**src/rtl/alu_issue_scheduler.sv**
```systemverilog
// Single-entry issue stage for the fixed-latency ALU: scoreboard hazard check, issue, writeback tags.
// Optional macro ALU_SCHED_BYPASS_EN lets the hazard check ignore registers retiring this cycle.
module alu_issue_scheduler #(
    parameter int LATENCY = 2
) (
    input  logic       clk,
    input  logic       rst_n,
    input  logic       in_valid,
    output logic       in_ready,
    input  logic       in_invalid,
    input  logic [3:0] in_a_sel,
    input  logic [3:0] in_b_sel,
    input  logic [3:0] in_c_sel,
    input  logic [3:0] in_d_sel,
    input  logic [3:0] in_src_mask,
    input  logic [3:0] in_y1_sel,
    input  logic [3:0] in_y2_sel,
    input  logic [1:0] in_write,
    input  logic       flush,
    output logic       issue_valid,
    output logic [3:0] issue_a_sel,
    output logic [3:0] issue_b_sel,
    output logic [3:0] issue_c_sel,
    output logic [3:0] issue_d_sel,
    output logic [3:0] issue_y1_sel,
    output logic [3:0] issue_y2_sel,
    output logic [1:0] issue_write,
    output logic [1:0] wb_valid,
    output logic [3:0] wb_y1_sel,
    output logic [3:0] wb_y2_sel,
    output logic [15:0] busy_regs,
    output logic       err_invalid,
    output logic       idle
);
    typedef enum logic {EMPTY, PENDING} state_t;

    state_t      r_state, w_state_nxt;
    logic [3:0]  r_a, r_b, r_c, r_d, r_mask, r_y1, r_y2;
    logic [1:0]  r_write;
    logic        r_invalid;
    logic [15:0] r_busy;
    logic [1:0]  r_wr_p [LATENCY];
    logic [3:0]  r_y1_p [LATENCY];
    logic [3:0]  r_y2_p [LATENCY];

    logic        w_ready, w_issue, w_drop, w_hazard, w_raw, w_waw, w_inflight;
    logic [1:0]  w_wr_eff;
    logic [15:0] w_set, w_ret, w_busy_chk, w_busy_nz;

    function automatic logic [15:0] reg_bit(input logic [3:0] sel, input logic en);
        return en ? (16'h1 << sel) : 16'h0;
    endfunction

    // Writes to the zero register are dropped before they reach the scoreboard or the pipeline
    assign w_wr_eff = {r_write[1] & (r_y2 != 4'd0), r_write[0] & (r_y1 != 4'd0)};
    assign w_set    = reg_bit(r_y1, w_wr_eff[0] & w_issue) | reg_bit(r_y2, w_wr_eff[1] & w_issue);
    assign w_ret    = reg_bit(r_y1_p[LATENCY-1], r_wr_p[LATENCY-1][0])
                    | reg_bit(r_y2_p[LATENCY-1], r_wr_p[LATENCY-1][1]);

    // r_busy still covers the retiring tag; the visible scoreboard already shows it free
    assign busy_regs = r_busy & ~w_ret;
`ifdef ALU_SCHED_BYPASS_EN
    assign w_busy_chk = busy_regs;
`else
    assign w_busy_chk = r_busy;
`endif
    assign w_busy_nz = w_busy_chk & 16'hFFFE;
    assign w_raw = (r_mask[3] & w_busy_nz[r_a]) | (r_mask[2] & w_busy_nz[r_b])
                 | (r_mask[1] & w_busy_nz[r_c]) | (r_mask[0] & w_busy_nz[r_d]);
    assign w_waw = (w_wr_eff[0] & w_busy_nz[r_y1]) | (w_wr_eff[1] & w_busy_nz[r_y2]);
    assign w_hazard = w_raw | w_waw;

    always_comb begin
        w_state_nxt = r_state;
        w_ready     = 1'b0;
        w_issue     = 1'b0;
        w_drop      = 1'b0;
        case (r_state)
            EMPTY:   w_ready = !flush;
            PENDING: begin
                if (!flush) begin
                    if (r_invalid)      w_drop  = 1'b1;
                    else if (!w_hazard) w_issue = 1'b1;
                    w_ready = w_issue | w_drop;
                end
            end
            default: w_state_nxt = EMPTY;
        endcase
        if (flush)                     w_state_nxt = EMPTY;
        else if (in_valid && w_ready)  w_state_nxt = PENDING;
        else if (w_issue || w_drop)    w_state_nxt = EMPTY;
    end

    always_ff @(posedge clk or negedge rst_n) begin
        if (!rst_n) r_state <= EMPTY;
        else        r_state <= w_state_nxt;
    end

    always_ff @(posedge clk or negedge rst_n) begin
        if (!rst_n) begin
            r_a <= '0; r_b <= '0; r_c <= '0; r_d <= '0;
            r_mask <= '0; r_y1 <= '0; r_y2 <= '0; r_write <= '0; r_invalid <= 1'b0;
        end else if (in_valid && w_ready) begin
            r_a <= in_a_sel; r_b <= in_b_sel; r_c <= in_c_sel; r_d <= in_d_sel;
            r_mask <= in_src_mask; r_y1 <= in_y1_sel; r_y2 <= in_y2_sel;
            r_write <= in_write; r_invalid <= in_invalid;
        end
    end

    // Set after clear so a reissue to a retiring register keeps it busy
    always_ff @(posedge clk or negedge rst_n) begin
        if (!rst_n) r_busy <= '0;
        else        r_busy <= (r_busy & ~w_ret) | w_set;
    end

    always_ff @(posedge clk or negedge rst_n) begin
        if (!rst_n) begin
            for (int i = 0; i < LATENCY; i++) begin
                r_wr_p[i] <= '0;
                r_y1_p[i] <= '0;
                r_y2_p[i] <= '0;
            end
        end else begin
            r_wr_p[0] <= w_issue ? w_wr_eff : 2'b00;
            r_y1_p[0] <= r_y1;
            r_y2_p[0] <= r_y2;
            for (int i = 1; i < LATENCY; i++) begin
                r_wr_p[i] <= r_wr_p[i-1];
                r_y1_p[i] <= r_y1_p[i-1];
                r_y2_p[i] <= r_y2_p[i-1];
            end
        end
    end

    always_comb begin
        w_inflight = 1'b0;
        for (int i = 0; i < LATENCY; i++) w_inflight = w_inflight | (|r_wr_p[i]);
    end

    assign in_ready     = w_ready;
    assign issue_valid  = w_issue;
    assign err_invalid  = w_drop;
    assign issue_a_sel  = r_a;
    assign issue_b_sel  = r_b;
    assign issue_c_sel  = r_c;
    assign issue_d_sel  = r_d;
    assign issue_y1_sel = r_y1;
    assign issue_y2_sel = r_y2;
    assign issue_write  = w_wr_eff;
    assign wb_valid     = r_wr_p[LATENCY-1];
    assign wb_y1_sel    = r_y1_p[LATENCY-1];
    assign wb_y2_sel    = r_y2_p[LATENCY-1];
    assign idle         = (r_state == EMPTY) && !w_inflight;
endmodule

```
**config.mk**
```make
export PLATFORM = sky130hd
export DESIGN_NAME = alu_issue_scheduler
export DESIGN_NICKNAME = d
export VERILOG_FILES = /design/src/rtl/alu_issue_scheduler.sv
export SDC_FILE = /design/constraint.sdc
export NUM_CORES = 1
export LEC_CHECK = 0
export BUFFER_PORTS_ARGS = -buffer_cell sky130_fd_sc_hd__buf_4
export CORE_ASPECT_RATIO = 0.7
export CORE_MARGIN = 3
export CORE_UTILIZATION = 35
export CTS_CLUSTER_SIZE = 30
export DETAILED_ROUTE_END_ITERATION = 12
export PLACE_DENSITY = 0.65
export RECOVER_POWER = 100
export SYNTH_ARGS = -nofsm -noshare
export SYNTH_HDL_FRONTEND = slang
export SYNTH_SLANG_ARGS = --single-unit
```
**constraint.sdc**
```tcl
create_clock -name clk -period 7 [get_ports clk]
set_input_delay 0.35 -clock clk [delete_from_list [all_inputs] [get_ports clk]]
set_output_delay 0.35 -clock clk [all_outputs]
set_load 0.05 [all_outputs]
```
After elaboration in Yosys (flattened, before gate mapping). Cells that the tools add are included. W data, S select, Z words.

Flip-flop bits (word level): 68. Memories kept: 0. Word-level logic and storage cells: 93. Bits in latches: 0. Memory bits (read-only): 0. RAM bits: 0.

$add $sub $neg: 0. Mux-type cells: 33. Reduce and logical (&&, ||, !) cells: 10. Div/mod/pow operators: 0. $lt $le $gt $ge: 6. Bitwise operators: 23. Equal/unequal tests: 0. Shift-type cells: 4. $mul: 0.

Operator list (number): $mux W16 (4); $shl A1 B4 Y16 const A (4); $or A16 B16 Y16 (3); $lt A4 B5 Y1 const B (6); $bmux W1 S4 (6); $mux W1 (21); $and A16 B16 Y16 (1); $not A16 Y16 (1); $and A1 B1 Y1 (10); $reduce_bool A4 Y1 (2); $or A1 B1 Y1 (7); $reduce_or A2 Y1 (2); $reduce_bool A3 Y1 (1); $logic_and A1 B1 Y1 (2); $logic_not A1 Y1 (2); $mux W2 (1); $pmux W1 S2 (1); $logic_or A1 B1 Y1 (1); $not A1 Y1 (1).

Longest topological paths before layout. Gate-level depths: netlist of the first run.

Depth in word-level cells: 17. Depth in mapped cells: 10. Mapped depth without buffers: 7.

Worst setup path after synthesis of the first run. Ideal clock, no wire load.

Path kind: reg-to-output. From: register r_b[2], in the netlist issue_b_sel[2]. To: output port in_ready. Data required time: 6.650 ns. Slack: 3.435 ns. Buffers on the path: 2. Arrival time: 3.215 ns. Stages on the path, launching flop included: 10. Path through: dfrtp_1 buf_6 mux2_1 o22ai_1 o21ba_1 a311o_1 nor4_4 buf_2 nand2_1 a21oi_1.

Longest elaborated chain between the ends: 14.

Ends and longest elaborated chain: from (decl) (RTL line 38) `logic [3:0] r_a, r_b, r_c, r_d, r_mask, r_y1, r_y2;`; from (signal assigned) (RTL line 104) `r_a <= in_a_sel; r_b <= in_b_sel; r_c <= in_c_sel; r_d <= in_d_sel;`; $bmux W1 S4 (RTL line 68) `assign w_raw = (r_mask[3] & w_busy_nz[r_a]) | (r_mask[2] & w_busy_nz[r_b])`; $mux W1 (not written as such) (RTL line 68); $and A1 B1 Y1 (RTL line 68); $or A1 B1 Y1 (RTL line 68); $or A1 B1 Y1 (2 in a row) (RTL line 69) `| (r_mask[1] & w_busy_nz[r_c]) | (r_mask[0] & w_busy_nz[r_d]);`; $or A1 B1 Y1 (RTL line 71) `assign w_hazard = w_raw | w_waw;`; $mux W1 (RTL line 83) `else if (!w_hazard) w_issue = 1'b1;`; $mux W1 (RTL line 82) `if (r_invalid) w_drop = 1'b1;`; $mux W1 (RTL line 81) `if (!flush) begin`; $mux W1 (RTL line 78) `case (r_state)`; $or A1 B1 Y1 (RTL line 84) `w_ready = w_issue | w_drop;`; $mux W1 (RTL line 81); $pmux W1 S2 (RTL line 78); to (decl) (RTL line 9) `output logic in_ready,`.

No other way between the ends. The select of a mux whose other input is x is not followed.

Worst setup path in the final report of the first run.
From: register r_c[0], in the netlist issue_c_sel[0]. To: output port issue_valid.

Longest elaborated chain between the ends: 12.

Ends and longest elaborated chain: from (decl) (RTL line 38); from (signal assigned) (RTL line 104); $bmux W1 S4 (RTL line 69); $mux W1 (not written as such) (RTL line 69); $and A1 B1 Y1 (RTL line 69); $or A1 B1 Y1 (2 in a row) (RTL line 69); $or A1 B1 Y1 (RTL line 71); $mux W1 (RTL line 83); $mux W1 (RTL line 82); $mux W1 (RTL line 81); $mux W1 (RTL line 78); $mux W1 (RTL line 81); $mux W1 (RTL line 78); to (decl) (RTL line 20) `output logic issue_valid,`.

No other way between the ends. The select of a mux whose other input is x is not followed.

==> results of run 1 <==
## metrics by stage
step	util, %	setup WS, ps	cells	hold slack, ps
finish	44.0	1990	583	229
global route	44.0	1690	583	224
CTS	46.2	3260	583	162
detailed placement	43.0	3450	567	335
global placement	43.0	3560	567	333
floorplan	-	3440	357	54.4
## area by class of cell
type | count | area, um2 | share of cell area (%)
Clock buffer | 9 | 225 | 4.85
Multi-Input combinational cell | 246 | 1890 | 40.8
Inverter | 15 | 56.3 | 1.21
Timing Repair Buffer | 90 | 465 | 10.0
Sequential cell | 68 | 1700 | 36.7
Tap cell | 148 | 185 | 3.99
Clock inverter | 7 | 115 | 2.48
## cell usage in the layout (no fill, tap or decap), drive strengths merged, types with 2 or more instances in the layout
cell type	count
o22ai	3
mux2i	13
buf	34
a31oi	7
a41oi	2
clkinv	2
o2111ai	2
nand4	2
nor2b	10
clkbuf	65
a21oi	24
o32a	4
nor3	5
o31ai	8
o21ai	3
nand3b	3
mux2	36
bufinv	3
nand2b	2
o211ai	5
nand3	8
nand2	39
nor2	15
and3	2
nor3b	4
clkinvlp	2
mux4	12
o21bai	7
inv	15
a221oi	4
nor4	9
dfrtp	68
## kinds of logic after synthesis
family	Yosys count
simple gates	106
compound gates	79
flops	68
mux	61
buf+inv	43
## layer usage
layer	vias up	wire, um
met5	-	0
met4	0	192
met3	24	1500
met2	225	4700
met1	1671	5680
li1	1474	-
## Yosys cell counts, types with 2 or more instances
cell	n	area share, %
a221oi_1	4	0.91
buf_2	5	0.65
o32a_1	4	1.0
o22ai_1	3	0.49
nand4_1	2	0.32
nor4_1	8	1.3
mux4_2	12	7.0
o211ai_1	5	0.97
nand2b_1	2	0.32
o21bai_1	7	1.4
o2111ai_1	2	0.45
buf_4	10	1.9
nand2_1	39	3.8
nand3b_1	3	0.58
nor3b_1	4	0.78
and3_1	2	0.32
mux2_2	2	0.58
a31oi_1	7	1.1
o21ai_0	3	0.39
a21oi_1	24	3.1
mux2i_1	13	3.4
mux2_1	34	9.9
dfrtp_1	68	44
nor2b_1	10	1.6
inv_1	15	1.5
o31ai_1	7	1.4
buf_6	4	1.2
clkbuf_1	9	0.88
nor3_1	4	0.52
nor2_1	15	1.5
a41oi_1	2	0.45
nand3_1	7	0.91
## critical path: cells and delay by family, from the launching register on
| kind | cells | cell delay (ps) |
|---|---|---|
| buf+inv | 2 | 420 |
| simple gates | 3 | 2410 |
| flops | 1 | 520 |
| compound gates | 1 | 410 |
| mux | 1 | 540 |
## worst min path at each step
stage | depth (start not counted) | startpoint | end | slack, ps
6_report | 2 | in_a_sel[3] | issue_a_sel[3] | 230
3_5_place_dp | 0 | r_y1_p[5] | wb_y1_sel[1] | 330
4_1_cts | 1 | rst_n | r_busy[0] | 160
2_1_floorplan | 0 | rst_n | issue_a_sel[0] | 50
5_1_grt | 2 | in_c_sel[3] | issue_c_sel[3] | 220
3_3_place_gp | 0 | r_y2_p[6] | wb_y2_sel[2] | 330
==> metrics.txt, run 1 <==
CP cell instances=mux4_2, o21ai_0, nor3b_1, nor4_1, nand3_1, inv_1, buf_4; largest family of logic cells by synthesized area=multiplexers; I/O pin count=91; wire per inst=20.7 um; largest net degree at the start of global routing=a little under 70; RSZ-0062 raised after global routing=no; share of flip-flops with an asynchronous set or reset=100%; worst endpoint required time=roughly 6700 ps; Avg Synthesized Cell Area=about 11 um2; met2 Use GR=between 20 and 30%; vias in the first global route=3199; filler instances=approximately 1.1k; clock root buffer=clkbuf_16; GRT Total Usage=between 20% and 30%; global-route met3 utilization=approximately 8.0%; length of the first detailed-routing pass in iterations=5; Mapped Cells=approximately 360; Synth Area in Adders=0%; final hold violation count=0; ys flop type=dfrtp_1; mux contribution to synthesized area=20.9%; share of layout cells above drive strength 1=15.2%; Max-cap violations=2; register area share after synthesis=between 40% and 50%; Vias/cell=~5.8; Yosys reg bits=a little under 70; Die Footprint=12300 um2; hold_buf cts=0; Clock Skew=6.14 ps; DR vias=around 3.4k; Worst Reg-to-Reg Cells=6; Syn. warnings=0; Max clock buf depth=2; first-pass GRT wire length=around 19 mm; IO buf count=90; synth unique cells=53; Antenna Cells=0; Most Crowded Layer GR=met1; routed wire length=about 12 mm; Reg clk slew, reported paths=about 60 ps; Core ar.=~11000 um2; die height=93.8 um; DR iter-0 viols=~450; Core Rows=31; CP max-delay cell=nor4_1; Worst Hold Class=in -> reg; post-route cell area=between 4000 and 5000 um2; critical path endpoint category=primary output; Worst Setup Path Type=reg -> out; Final Cycle Share=between 70% and 80%; DRC Markers=0; Worst Max-Slew Pin Slew=about 3600 ps; GR Layer Usage met1=30.2%; Post-CTS Setup Bufs=0; initial core utilization=36.5%; capture point of the worst path=issue_valid; Reg2Reg Setup Slack=around 2300 ps; die span in x=roughly 130 um; CTS resizes=0; CTS Buf Count=9; post-DP HPWL=between 8 and 9 mm; Max Freq=roughly 200 MHz; CTS tree=built; syn_nets=slightly below 400; initial antenna violation count=0; Post-synth EDFFs=0; Synth Area in Simple Gates=14.4%; most flop-heavy register=r_busy; Placed Area=between 4000 and 5000 um2; Crit path arrival time=4660 ps; Setup crit start=issue_c_sel[0]; max incr delay on CP=approximately 1400 ps; Largest register FFs=16; worst r2r src=issue_c_sel[0]; Post-Syn Area=about 3900 um2; worst skew pair latency=330 ps; Setup TNS=0 ps; Max Slew Vio Count=82; CTS HTree Levels=3; setup violators final=0; failing checks=max-capacitance violations, max-slew violations; element type at the critical path start=register; synth-to-layout area growth=20.4%; critical path peak fanout=17; Final Wtd Congestion=~0.91; FF-to-FF End=issue_b_sel[2]; complex-gate fraction of the synthesized area=~14%; Synth Area in XOR/XNOR=0%; status=finished with violations; relative slew slack=-141%; Total Nets Final=approximately 470; min cycle time layout=5010 ps; clock sink count=just under 70; Overflow after GRT=0; Final ANT Viol Nets=0
Power of run 1 is not shown: default switching activity piles up to over one toggle a cycle in this logic, so the estimate is an artifact.
==> inputs of run 2 (changes only) <==
Settings changed: PLACE_DENSITY 0.65 to 0.67.
Clock period 7 ns to 4.45 ns, I/O delays scaled along.
==> metrics.txt, run 2 (synthesis results as in run 1) <==
status=finished with violations; failing checks=max-capacitance violations, max-slew violations; Worst Hold Class=in -> reg; Seq. cell area=1700 um2 (unchanged); element type at the critical path start=register; first-pass GRT wire length=18.7 mm (-1.3%); most common cell after layout, fill and taps aside=dfrtp_1; setup violators final=0 (unchanged); Vias/cell=5.63 (-3.2%); DR vias=3301 (-2.7%); min cycle time layout=between 3000 and 4000 ps; vias in the first global route=3223 (+0.75%); initial antenna violation count=0 (unchanged); Final ANT Viol Nets=0 (unchanged); Max Slew Vio Count=69 (-16%); CP cell instances=mux2_1, o22ai_1, o21ba_1, a311o_1, nor4_4, clkbuf_1, nand2_1, a21oi_1, clkbuf_1; CTS Buf Count=9 (unchanged); clock sink count=68 (unchanged); initial core utilization=36.5% (unchanged); clock root buffer=clkbuf_16; worst endpoint required time=4230 ps (-2420 ps); post-DP HPWL=8.66 mm (+0.25%); Largest register FFs=16 (unchanged); Max Freq=between 200 and 300 MHz; Post-CTS Setup Bufs=0 (unchanged); Reg2Reg Setup Slack=890 ps (-1380 ps); final hold violation count=0 (unchanged); Final Cycle Share=roughly 83%; wire per inst=20.3 um (-1.9%); CTS resizes=0 (unchanged); Worst Setup Path Type=reg -> out; length of the first detailed-routing pass in iterations=5 (unchanged); Core Rows=31 (unchanged); routed wire length=11.9 mm (-1.3%); CTS tree=built; Overflow after GRT=0 (unchanged); synth-to-layout area growth=20.0%; Crit path arrival time=3450 ps (-1210 ps); Setup TNS=0 ps (unchanged); Core ar.=10600 um2 (unchanged); CTS HTree Levels=3 (unchanged); critical path endpoint category=primary output; Top delay family on crit path=buffers and inverters; largest net degree at the start of global routing=69 (unchanged); die span in x=131 um (unchanged); GRT Total Usage=19.9% (-0.17 points); cell mode on critical path=clkbuf_1; commonest non-fill, non-tap cells in the layout=dfrtp_1, clkbuf_1, nand2_1, mux2_1, buf_4; I/O pin count=91 (unchanged); RSZ-0062 raised after global routing=no; CP max-delay cell=dfrtp_1; Die Footprint=12300 um2 (unchanged); relative slew slack=-140% (+0.71 points); worst skew pair latency=340 ps (about the same); Final Wtd Congestion=0.887 (-2.6%); Worst Max-Slew Pin Slew=3600 ps (-10.7 ps); max incr delay on CP=510 ps (-880 ps); Clock Skew=4.06 ps (-2.08 ps); critical path peak fanout=12 (-5); die height=93.8 um (unchanged); multi-input logic area=1910 um2 (+1.1%); IO buf count=90 (unchanged); Max-cap violations=1 (-1); Max clock buf depth=2 (unchanged); share of layout cells above drive strength 1=15.8% (+0.58 points); Total Nets Final=468 (+0.65%); Reg clk slew, reported paths=60 ps (about the same); Buf+Inv Stages, Crit Path=2 (unchanged); DRC Markers=0 (unchanged); most flop-heavy register=r_busy; Antenna Cells=0 (unchanged); filler instances=1062 (+0.76%); DR iter-0 viols=462 (+2.0%); hold_buf cts=0 (unchanged)
## run 2: cell types whose count changed in the layout (fill, tap and decap cells not counted)
| cell | previous run | this run |
|---|---|---|
| clkbuf_1 | 56 | 59 |
| bufinv_16 | 3 | 1 |
| a31o_1 | 1 | 0 |
| a31o_2 | 0 | 1 |
| clkinv_2 | 2 | 3 |
| clkinvlp_4 | 2 | 3 |
| nand3_1 | 8 | 7 |
| nand3_2 | 0 | 1 |
| nor4_1 | 9 | 8 |
| nor4_4 | 0 | 1 |
## run 2: worst paths after layout
check,depth (start not counted),start,end
worst max-delay path,9,issue_b_sel[2],in_ready
worst min-delay path,2,in_a_sel[3],issue_a_sel[3]
worst max register to register,8,issue_b_sel[2],issue_y2_sel[0]
worst min register to register,0,r_y1_p[7],wb_y1_sel[3]
max in group asynchronous,1,rst_n,r_busy[9]
min in group asynchronous,1,rst_n,wb_valid[0]
## run 2: area by class of cell
class,instances,area share [%]
multi-input combinational,246,41.3
sequential,68,36.8
timing repair buffer,93,10.3
clock buffer,9,4.87
tap,148,4.00
clock inverter,7,1.46
inverter,15,1.22
## run 2: routing by layer
| layer | track usage, % | vias to the layer above | wire length [um] |
|---|---|---|---|
| li1 | - | 1487 | - |
| met1 | 29.4 | 1611 | 5490 |
| met2 | 26.2 | 191 | 4770 |
| met3 | 8.83 | 12 | 1540 |
| met4 | 4.28 | 0 | 114 |
| met5 | 0 | - | 0 |
## run 2: stage by stage
step / setup slack (ps) / instances / hold slack (ps) / utilization [%] / cell area (um2)
after CTS: 1120 / 586 / 39.9 / 46.0 / 4850
after floorplan: 1010 / 357 / -73.1 / - / 3850
after detailed placement: 1140 / 570 / 335 / 43.2 / 4560
final: 773 / 586 / 97.9 / 43.8 / 4620
after global routing: 460 / 586 / 89.9 / 43.8 / 4620
after global placement: 1200 / 570 / 332 / 43.2 / 4560
Power of run 2 is left out for the same reason.
